==> src/rtl/trap_sequencer_if.sv <==
// Interrupt/exception request inputs plus the CSR port and PC-load path
// shared by the trap sequencer and the main control FSM.
interface trap_sequencer_if #(
  parameter int NUM_IRQ = 4
);
  logic [NUM_IRQ-1:0] irq;
  logic [NUM_IRQ-1:0] irq_en;
  logic               mie;
  logic               boundary;
  logic               exc_req;
  logic [4:0]         exc_code;
  logic [31:0]        pc;
  logic [31:0]        csr_rdata;
  logic               trap_req;
  logic               trap_active;
  logic               csr_we;
  logic [11:0]        csr_addr;
  logic [31:0]        csr_wdata;
  logic               pc_load;
  logic [31:0]        pc_next;
  logic               mie_reset;

  modport master (
    input  irq, irq_en, mie, boundary, exc_req, exc_code, pc, csr_rdata,
    output trap_req, trap_active, csr_we, csr_addr, csr_wdata, pc_load,
           pc_next, mie_reset
  );

  modport slave (
    output irq, irq_en, mie, boundary, exc_req, exc_code, pc, csr_rdata,
    input  trap_req, trap_active, csr_we, csr_addr, csr_wdata, pc_load,
           pc_next, mie_reset
  );
endinterface

==> src/rtl/trap_sequencer.sv <==
// Trap-entry sequencer: arbitrates interrupts and a synchronous exception at
// instruction boundaries, then writes mepc, mcause and loads the trap vector.
module trap_sequencer #(
  parameter int                 NUM_IRQ   = 4,
  parameter logic [NUM_IRQ-1:0] EDGE_MASK = {NUM_IRQ{1'b0}},
  parameter bit                 VECTORED  = 1'b1
) (
  input logic              clk,
  input logic              reset_n,
  trap_sequencer_if.master bus
);

  localparam logic [11:0] CSR_MTVEC  = 12'h305;
  localparam logic [11:0] CSR_MEPC   = 12'h341;
  localparam logic [11:0] CSR_MCAUSE = 12'h342;

  typedef enum logic [1:0] {
    IDLE       = 2'd0,
    SAVE_EPC   = 2'd1,
    SAVE_CAUSE = 2'd2,
    LOAD_VEC   = 2'd3
  } state_t;

  state_t             state_r;
  state_t             state_s;
  logic [NUM_IRQ-1:0] irq_q_r;
  logic [NUM_IRQ-1:0] edge_pend_r;
  logic [NUM_IRQ-1:0] edge_pend_s;
  logic [31:0]        epc_r;
  logic               intr_r;
  logic [4:0]         code_r;

  logic [NUM_IRQ-1:0] pend_s;
  logic [NUM_IRQ-1:0] elig_s;
  logic [NUM_IRQ-1:0] win_s;
  logic [4:0]         win_code_s;
  logic               found_s;
  logic               irq_fire_s;
  logic               accept_s;
  logic [31:0]        base_s;
  logic               vec_mode_s;

  // Pending/eligible vectors, lowest-index winner and accept decision
  always_comb begin
    pend_s     = (EDGE_MASK & edge_pend_r) | (~EDGE_MASK & bus.irq);
    elig_s     = pend_s & bus.irq_en;
    win_s      = {NUM_IRQ{1'b0}};
    win_code_s = 5'd0;
    found_s    = 1'b0;
    for (int i = 0; i < NUM_IRQ; i++) begin
      if (elig_s[i] && !found_s) begin
        found_s    = 1'b1;
        win_s[i]   = 1'b1;
        win_code_s = (i == 0) ? 5'd7 : 5'(15 + i);
      end else begin
        win_s[i]   = 1'b0;
      end
    end
    irq_fire_s = bus.mie & found_s;
    accept_s   = (state_r == IDLE) & bus.boundary & (bus.exc_req | irq_fire_s);
    // A new edge in the accept cycle must survive the clear of the taken line
    if (accept_s && !bus.exc_req) begin
      edge_pend_s = ((edge_pend_r & ~win_s) | (bus.irq & ~irq_q_r)) & EDGE_MASK;
    end else begin
      edge_pend_s = (edge_pend_r | (bus.irq & ~irq_q_r)) & EDGE_MASK;
    end
  end

  assign bus.trap_req = accept_s;
  assign base_s       = {bus.csr_rdata[31:2], 2'b00};
  assign vec_mode_s   = VECTORED && intr_r && (bus.csr_rdata[1:0] == 2'b01);

  // Next-state and per-state CSR / PC-load outputs
  always_comb begin
    state_s         = state_r;
    bus.trap_active = 1'b0;
    bus.csr_we      = 1'b0;
    bus.csr_addr    = 12'h000;
    bus.csr_wdata   = 32'h0000_0000;
    bus.pc_load     = 1'b0;
    bus.pc_next     = 32'h0000_0000;
    bus.mie_reset   = 1'b0;
    case (state_r)
      IDLE: begin
        if (accept_s) begin
          state_s = SAVE_EPC;
        end else begin
          state_s = IDLE;
        end
      end
      SAVE_EPC: begin
        bus.trap_active = 1'b1;
        bus.csr_we      = 1'b1;
        bus.csr_addr    = CSR_MEPC;
        bus.csr_wdata   = epc_r;
        bus.mie_reset   = 1'b1;
        state_s         = SAVE_CAUSE;
      end
      SAVE_CAUSE: begin
        bus.trap_active = 1'b1;
        bus.csr_we      = 1'b1;
        bus.csr_addr    = CSR_MCAUSE;
        bus.csr_wdata   = {intr_r, 26'd0, code_r};
        state_s         = LOAD_VEC;
      end
      LOAD_VEC: begin
        bus.trap_active = 1'b1;
        bus.csr_addr    = CSR_MTVEC;
        bus.pc_load     = 1'b1;
        if (vec_mode_s) begin
          bus.pc_next = base_s + {25'd0, code_r, 2'b00};
        end else begin
          bus.pc_next = base_s;
        end
        state_s = IDLE;
      end
      default: begin
        state_s = IDLE;
      end
    endcase
  end

  // State, edge tracking and captured trap context
  always_ff @(posedge clk or negedge reset_n) begin
    if (!reset_n) begin
      state_r     <= IDLE;
      irq_q_r     <= {NUM_IRQ{1'b0}};
      edge_pend_r <= {NUM_IRQ{1'b0}};
      epc_r       <= 32'h0000_0000;
      intr_r      <= 1'b0;
      code_r      <= 5'd0;
    end else begin
      state_r     <= state_s;
      irq_q_r     <= bus.irq;
      edge_pend_r <= edge_pend_s;
      if (accept_s) begin
        epc_r  <= bus.pc;
        intr_r <= ~bus.exc_req;
        code_r <= bus.exc_req ? bus.exc_code : win_code_s;
      end else begin
        epc_r  <= epc_r;
        intr_r <= intr_r;
        code_r <= code_r;
      end
    end
  end

endmodule

==> src/flat_wrapper.sv <==
// flat-port wrapper written by rule: the top's interface ports become plain ports
module trap_sequencer_flat 
#(
  parameter int                 NUM_IRQ   = 4,
  parameter logic [NUM_IRQ-1:0] EDGE_MASK = {NUM_IRQ{1'b0}},
  parameter bit                 VECTORED  = 1'b1
)
  (clk, reset_n, bus_irq, bus_irq_en, bus_mie, bus_boundary, bus_exc_req, bus_exc_code, bus_pc, bus_csr_rdata, bus_trap_req, bus_trap_active, bus_csr_we, bus_csr_addr, bus_csr_wdata, bus_pc_load, bus_pc_next, bus_mie_reset);
  trap_sequencer_if #(.NUM_IRQ(NUM_IRQ)) bus_i ();
  input logic clk;
  input logic reset_n;
  input wire logic [$bits(bus_i.irq)-1:0] bus_irq;
  input wire logic [$bits(bus_i.irq_en)-1:0] bus_irq_en;
  input wire logic [$bits(bus_i.mie)-1:0] bus_mie;
  input wire logic [$bits(bus_i.boundary)-1:0] bus_boundary;
  input wire logic [$bits(bus_i.exc_req)-1:0] bus_exc_req;
  input wire logic [$bits(bus_i.exc_code)-1:0] bus_exc_code;
  input wire logic [$bits(bus_i.pc)-1:0] bus_pc;
  input wire logic [$bits(bus_i.csr_rdata)-1:0] bus_csr_rdata;
  output wire logic [$bits(bus_i.trap_req)-1:0] bus_trap_req;
  output wire logic [$bits(bus_i.trap_active)-1:0] bus_trap_active;
  output wire logic [$bits(bus_i.csr_we)-1:0] bus_csr_we;
  output wire logic [$bits(bus_i.csr_addr)-1:0] bus_csr_addr;
  output wire logic [$bits(bus_i.csr_wdata)-1:0] bus_csr_wdata;
  output wire logic [$bits(bus_i.pc_load)-1:0] bus_pc_load;
  output wire logic [$bits(bus_i.pc_next)-1:0] bus_pc_next;
  output wire logic [$bits(bus_i.mie_reset)-1:0] bus_mie_reset;
  assign bus_i.irq = bus_irq;
  assign bus_i.irq_en = bus_irq_en;
  assign bus_i.mie = bus_mie;
  assign bus_i.boundary = bus_boundary;
  assign bus_i.exc_req = bus_exc_req;
  assign bus_i.exc_code = bus_exc_code;
  assign bus_i.pc = bus_pc;
  assign bus_i.csr_rdata = bus_csr_rdata;
  assign bus_trap_req = bus_i.trap_req;
  assign bus_trap_active = bus_i.trap_active;
  assign bus_csr_we = bus_i.csr_we;
  assign bus_csr_addr = bus_i.csr_addr;
  assign bus_csr_wdata = bus_i.csr_wdata;
  assign bus_pc_load = bus_i.pc_load;
  assign bus_pc_next = bus_i.pc_next;
  assign bus_mie_reset = bus_i.mie_reset;
  trap_sequencer #(.NUM_IRQ(NUM_IRQ), .EDGE_MASK(EDGE_MASK), .VECTORED(VECTORED)) u_core (.clk(clk), .reset_n(reset_n), .bus(bus_i));
endmodule
==> config.mk <==
export PLATFORM = sky130hd
export DESIGN_NAME = trap_sequencer_flat
export DESIGN_NICKNAME = d
export VERILOG_FILES = /design/src/rtl/trap_sequencer_if.sv /design/src/rtl/trap_sequencer.sv /design/src/flat_wrapper.sv
export SDC_FILE = /design/constraint.sdc
export NUM_CORES = 1
export LEC_CHECK = 0
export ABC_AREA = 1
export CORE_AREA = 5 5 77 114
export DETAILED_ROUTE_END_ITERATION = 6
export DIE_AREA = 0 0 82 119
export PLACE_DENSITY = 0.95
export SETUP_SLACK_MARGIN = 0.5
export SLEW_MARGIN = 20
export SYNTH_ARGS = -nofsm -noshare
export SYNTH_HDL_FRONTEND = slang
export SYNTH_SLANG_ARGS = --single-unit
==> constraint.sdc <==
create_clock -name clk -period 4.8 [get_ports clk]
set_clock_uncertainty 0.15 [all_clocks]
set_input_delay 0.48 -clock clk [delete_from_list [all_inputs] [get_ports clk]]
set_output_delay 0.48 -clock clk [all_outputs]
set_load 0.02 [all_outputs]
==> impl_metrics.ini, run 1 <==
[synthesis]
synth_area_leader_cell = dfrtp_1
yosysSeqAreaShare = 0.301
syn_inst = 538
synth_edf_count = 0
synthDistinctLibCells = 41
yosysTopAreaCellShare = 0.301
yosys-top-cells-count = 225 x nand2_1, 68 x inv_1, 54 x nor2_1
synthFlopType = dfrtp_1
synth_area_mm2 = 0.00333
synth.avg_cell_area_um2 = 6.19
synth-warning-count = 0
ys_top_cells_by_area = dfrtp_1 30%, nand2_1 25%, inv_1 7.7%, nor2_1 6.1%, ha_1 3.8%
synth-seq-cells = 40
yosysMostFrequentCell = nand2_1
async_flop_share = 1.00

[clocking]
cts_tree = yes
cts_buffers = 5
htree_levels = 2
cts.clk_slew.worst_paths_ns = 0.06
root_buffer = clkbuf_16
cts_buffer_depth = 2
hold_buffers = 0
post_cts_buffers = 0
cts_resized = 0
clk_latency_ns = 0.28
clkSinkCount = 40

[worst_setup_path]
cpLargestDelayFamily = buffers and inverters
setup.worst_path.end_class = output pin
reg2regPathDepth = 9
crit_chain = clkdlybuf4s50_1 -> ha_1 -> fa_1 -> nand2_1 -> nand3_1 -> nand2_1 -> o21ai_2 -> nand2_2 -> o21ai_0 -> a21oi_1 -> clkdlybuf4s50_1
crit_buf_inv = 2
crit_slowest_cell = clkdlybuf4s50_1
r2r_setup_slack_ns = 2.77
worstReg2RegEnd = u_core.code_r[3]
cp.arrival_ns = 3.07
start_kind = primary input
cp_max_fo = 5
crit_required_ns = 4.17
r2r_start = u_core.state_r[1]
crit_path_max_incr_delay_ns = 0.62
cp-startpoint = bus_csr_rdata[2]
critPathKind = in2out

[routing]
wl_per_cell_um = 14.6
first_pass_iters = 5
route.detailed.drc = 0
via_per_inst = 4.99
initialDrtViolationCount = 172
vias = 3908
drt_wl_total_um = 11500
final_antenna_net_count = 0

[die]
die-height_um = 119
fp.coreArea_mm2 = 0.00761
placementRows = 39
io_pins = 163
start_util = 0.437
die-area_mm2 = 0.00976
dieWidth_um = 82

[cells_and_area]
n_antenna_cell = 0
fillers = 622
nNetsFinal = 773
final_area_mm2 = 0.00505
area_growth_pct = 51.7
utilization = 0.664
seq_area_mm2 = 0.00100
multi_input_area_mm2 = 0.00193
layout-drive-gt1-share = 0.0573
final_cells = 783

[placed_design]
gp_congestion = 0.975
dpl_cell_area_mm2 = 0.00487
dpl.hpwl_um = 8710
dpl.cell_count = 775
place_ws_ns = 1.13
numPortBuffers = 154

[worst_hold_path]
hold_class = in2async

[sta]
setup_violations = 0
worst_pin_slew_ns = 0.879
period_needed_ns = 3.70
slew_viol_final = 0
finalWorstSetupSlack_ns = 1.10
rsz0062_at_grt = no
max_freq_mhz = 270
whs_ns = 0.158
post-route-period-util = 0.771
worst_slew_margin_rel = 0.414
hold_viol = 0
fin_tns_setup_ns = 0

[global_routing]
grt.overflow.total = 0
track_usage = 0.239
grt_pass1_vias = 3936
antenna_found_initial = 0
grt_max_degree = 41
grt_pass1_wl_um = 18500

[power]
power_density_mw_per_mm2 = 453
power_mw = 2.29
p_clk_frac = 0.175
netSwitchingFraction = 0.438
p_leak_nw = 2.54
p_int_mw = 1.29
switchingPower_mw = 1.00
power_frac_comb = 0.562
seq_power_share = 0.263
peakVddDrop_mv = 0.473

[run]
cap_violations = 0

[run_status]
status = finished clean
## metal layers
| layer | up-vias | track usage | wire [µm] | share of wire |
|---|---|---|---|---|
| met5 | - | 0 | 0 | 0 |
| met4 | 0 | 0.0852 | 300 | 0.026 |
| met3 | 21 | 0.0582 | 952 | 0.083 |
| met2 | 179 | 0.447 | 6210 | 0.54 |
| met1 | 1802 | 0.247 | 4000 | 0.35 |
| li1 | 1906 | - | - | - |
## registers in the layout (all words and copies together), names as in the netlist
name	flops
u_core.intr_r	1
u_core.state_r	2
u_core.epc_r	32
u_core.code_r	5
## cells in the final DEF, fill, tap and decap left out, drive strengths merged, types with 2 or more instances in the layout
cell / netlist / final
o21ai: 16 / 16
dfrtp: 40 / 40
nor2: 60 / 60
a21oi: 24 / 24
or2: 2 / 2
nor3: 5 / 5
conb: 1 / 8
clkbuf: 7 / 6
nand3: 20 / 20
buf: 21 / 3
xor2: 4 / 4
xnor2: 2 / 2
nand3b: 2 / 2
inv: 70 / 70
o21bai: 3 / 3
nand4: 9 / 9
ha: 10 / 10
nand2: 234 / 234
clkdlybuf4s50: 0 / 153
## power by group through the flow
| stage | Sequential (mW) | Clock (mW) | Combinational (mW) |
|---|---|---|---|
| final | 0.602 | 0.401 | 1.29 |
| after global routing | 0.620 | 0.421 | 1.40 |
| after CTS | 0.599 | 0.406 | 1.29 |
| after detailed placement | 0.600 | 0 | 1.27 |
| after global placement | 0.588 | 0 | 1.23 |
| after floorplan | 0.568 | 0 | 0.778 |
## worst register-to-register path: cells and delay by family (launching register included)
kind,cells,cell delay (ns)
buffers and inverters,3,0.63
and+or+nand+nor,4,0.46
DFF,1,0.40
adders and majority gates,1,0.22
AOI/OAI and AO/OA,1,0.11
## layout make-up
cell class	count	share of cell area
multi-input combinational	407	0.382
timing repair buffer	156	0.307
sequential	40	0.198
inverter	70	0.0520
clock buffer	6	0.0275
tap	102	0.0253
clock inverter	2	0.00768
## cell families after synthesis
| logic type | after synthesis | share of synthesized area |
|---|---|---|
| compound gates | 48 | 0.0838 |
| xor+xnor | 6 | 0.0158 |
| fa+ha+maj | 11 | 0.0436 |
| buf+inv | 98 | 0.127 |
| flops | 40 | 0.301 |
| other cells | 1 | 0.00113 |
| simple gates | 334 | 0.428 |
## worst max path at each step
stage,end,cells after the start
after floorplan,bus_pc_next[22],9
after global placement,bus_pc_next[26],13
after detailed placement,bus_pc_next[22],11
after CTS,bus_pc_next[26],13
after global routing,bus_pc_next[22],11
final,bus_pc_next[22],11
No activity file was read; power rests on OpenSTA's default activity.
==> run 2, diff against run 1 <==
--- a/config.mk
+++ b/config.mk
@@ -6,10 +6,10 @@
 export NUM_CORES = 1
 export LEC_CHECK = 0
 export ABC_AREA = 1
-export CORE_AREA = 5 5 77 114
+export CORE_AREA = 5 5 84 125
 export DETAILED_ROUTE_END_ITERATION = 6
-export DIE_AREA = 0 0 82 119
-export PLACE_DENSITY = 0.95
+export DIE_AREA = 0 0 89 130
+export PLACE_DENSITY = 0.86
 export SETUP_SLACK_MARGIN = 0.5
 export SLEW_MARGIN = 20
 export SYNTH_ARGS = -nofsm -noshare
==> constraint.sdc (replaced) <==
create_clock -name clk -period 3.08 [get_ports clk]
set_clock_uncertainty 0.15 [all_clocks]
set_input_delay 0.308 -clock clk [delete_from_list [all_inputs] [get_ports clk]]
set_output_delay 0.308 -clock clk [all_outputs]
set_load 0.02 [all_outputs]
==> run 2 against run 1 <==
  * The run now ends with negative hold slack left
  * Flip-flop and latch count stayed put
  * Largest power group unchanged
  * Clock power is 53% higher
  * Total power increased by 68%
  * Final cell count rose by 4.6%
  * Global-route usage decreased by 2.4 points
  * Sequential share of layout area shrank 1.1 points
  * Core utilization shrank 8.0 points
==> impl_metrics.ini, run 2 (same netlist as run 1, synthesis figures left out) <==
[routing]
first_pass_iters = 4
via_per_inst = 4.93
vias = 4040
drt_wl_total_um = 12700
wl_per_cell_um = 15.5
route.detailed.drc = 0
final_antenna_net_count = 0
initialDrtViolationCount = 233

[sta]
worst_slew_margin_rel = 0.397
worst_pin_slew_ns = 0.905
whs_ns = -0.0214
setup_violations = 0
finalWorstSetupSlack_ns = 0.505
rsz0062_at_grt = yes
fin_tns_setup_ns = 0
period_needed_ns = 2.57
hold_viol = 14
max_freq_mhz = 388
post-route-period-util = 0.836
slew_viol_final = 0

[worst_setup_path]
cp.arrival_ns = 2.12
critPathKind = reg2out
crit_path_max_incr_delay_ns = 0.45
cp_max_fo = 7
setup.worst_path.end_class = output pin
cpLargestDelayFamily = simple AND/OR/NAND/NOR gates
crit_required_ns = 2.62
start_kind = flop
crit_slowest_cell = dfrtp_2
crit_chain = ha_4 -> nand2_4 -> inv_4 -> nand3_4 -> nand2_4 -> nand3_4 -> nor2_4 -> buf_6 -> a21oi_2 -> nor2_1 -> buf_4
crit_buf_inv = 3

[cells_and_area]
largest_reg_flops = 32
layout-drive-gt1-share = 0.177
final_area_mm2 = 0.00537
fillers = 799
area_growth_pct = 61.3
utilization = 0.584
final_cells = 819
final_common_cell = nand2_1
final_cell_mix = 213 x nand2_1, 109 x clkdlybuf4s50_1, 65 x inv_1
top_regs = u_core.epc_r (32), u_core.code_r (5), u_core.state_r (2)
nNetsFinal = 797
largest-register = u_core.epc_r

[placed_design]
dpl_cell_area_mm2 = 0.00497
place_ws_ns = -0.162
numPortBuffers = 154
gp_congestion = 0.915
dpl.hpwl_um = 9390
dpl.cell_count = 796

[run_status]
status = complete, but fails checks
violations = negative hold slack

[clocking]
hold_buffers = 0
htree_levels = 2
cts_buffers = 5
cts_buffer_depth = 2
cts.clk_slew.worst_paths_ns = 0.07
clkSinkCount = 40
root_buffer = clkbuf_16
cts_tree = yes
clk_latency_ns = 0.29

[global_routing]
grt.overflow.total = 0
grt_pass1_vias = 4246
track_usage = 0.214
grt_max_degree = 41
antenna_found_initial = 2
grt_pass1_wl_um = 19600

[power]
power_density_mw_per_mm2 = 715
p_leak_nw = 2.80
peakVddDrop_mv = 0.548
power_mw = 3.84

[die]
placementRows = 43
die-height_um = 130
dieWidth_um = 89
fp.coreArea_mm2 = 0.00920
io_pins = 163
start_util = 0.362
die-area_mm2 = 0.0116

[run]
cap_violations = 0

[worst_hold_path]
hold_class = in2async
==> run 2: cell types whose count changed in the layout (fill, tap and decap cells not counted), sizes merged <==
cell	change
clkdlybuf4s15	+2
diode	+2
clkbuf	+2
clkinv	+1
clkdlybuf4s50	-44
dlygate4sd2	+13
buf	+46
dlymetal6s2s	+4
==> run 2: repair_timing <==
action                                  in CTS  in global routing
pin swaps                                   10                 17
gates cloned                                 0                  0
endpoints found under the setup margin      36                 33
gates resized for setup                    129                 58
buffers inserted                             4                  9
==> run 2: layer usage <==
layer	vias to the layer above	GRT usage	wire length, µm
met5	-	0	0
met4	0	0.0885	337
met3	24	0.0499	1130
met2	185	0.398	6750
met1	1870	0.226	4490
li1	1961	-	-
==> run 2: report_power, final <==
group / total (mW) / internal [mW] / switching (mW)
combinational: 2.28 / 0.953 / 1.33
sequential: 0.949 / 0.771 / 0.178
clock: 0.613 / 0.385 / 0.228
==> run 2: final timing paths <==
| kind | from | endpoint | slack (ns) | cells after the start |
|---|---|---|---|---|
| setup / recovery | u_core.code_r[4] | bus_pc_next[23] | 0.51 | 11 |
| hold / removal | reset_n | u_core.epc_r[15] | -0.02 | 1 |
| setup reg to reg | u_core.state_r[0] | u_core.code_r[1] | 1.18 | 9 |
| hold reg to reg | u_core.epc_r[28] | u_core.epc_r[28] | 0.33 | 2 |
| max in group asynchronous | reset_n | u_core.code_r[2] | 2.15 | 1 |
| min in group clk | u_core.epc_r[28] | u_core.epc_r[28] | 0.33 | 2 |
==> run 2: final cells by class <==
class	instances	area, µm²	share of cell area
antenna	2	5.00	0.000932
inverter	70	265	0.0494
clock inverter	3	47.5	0.00885
clock buffer	5	125	0.0233
multi-input combinational	407	2130	0.396
tap	112	140	0.0261
timing repair buffer	180	1660	0.308
sequential	40	1000	0.187
==> run 2: worst register-to-register path: stages, from the launching register on <==
cell and delay (ns):
dfrtp_1 0.40, inv_1 0.11, ha_1 0.19, nand2_1 0.08, nor2_1 0.13, nand2_2 0.07, inv_2 0.06, buf_4 0.33
nor2_1 0.11, a31oi_1 0.18
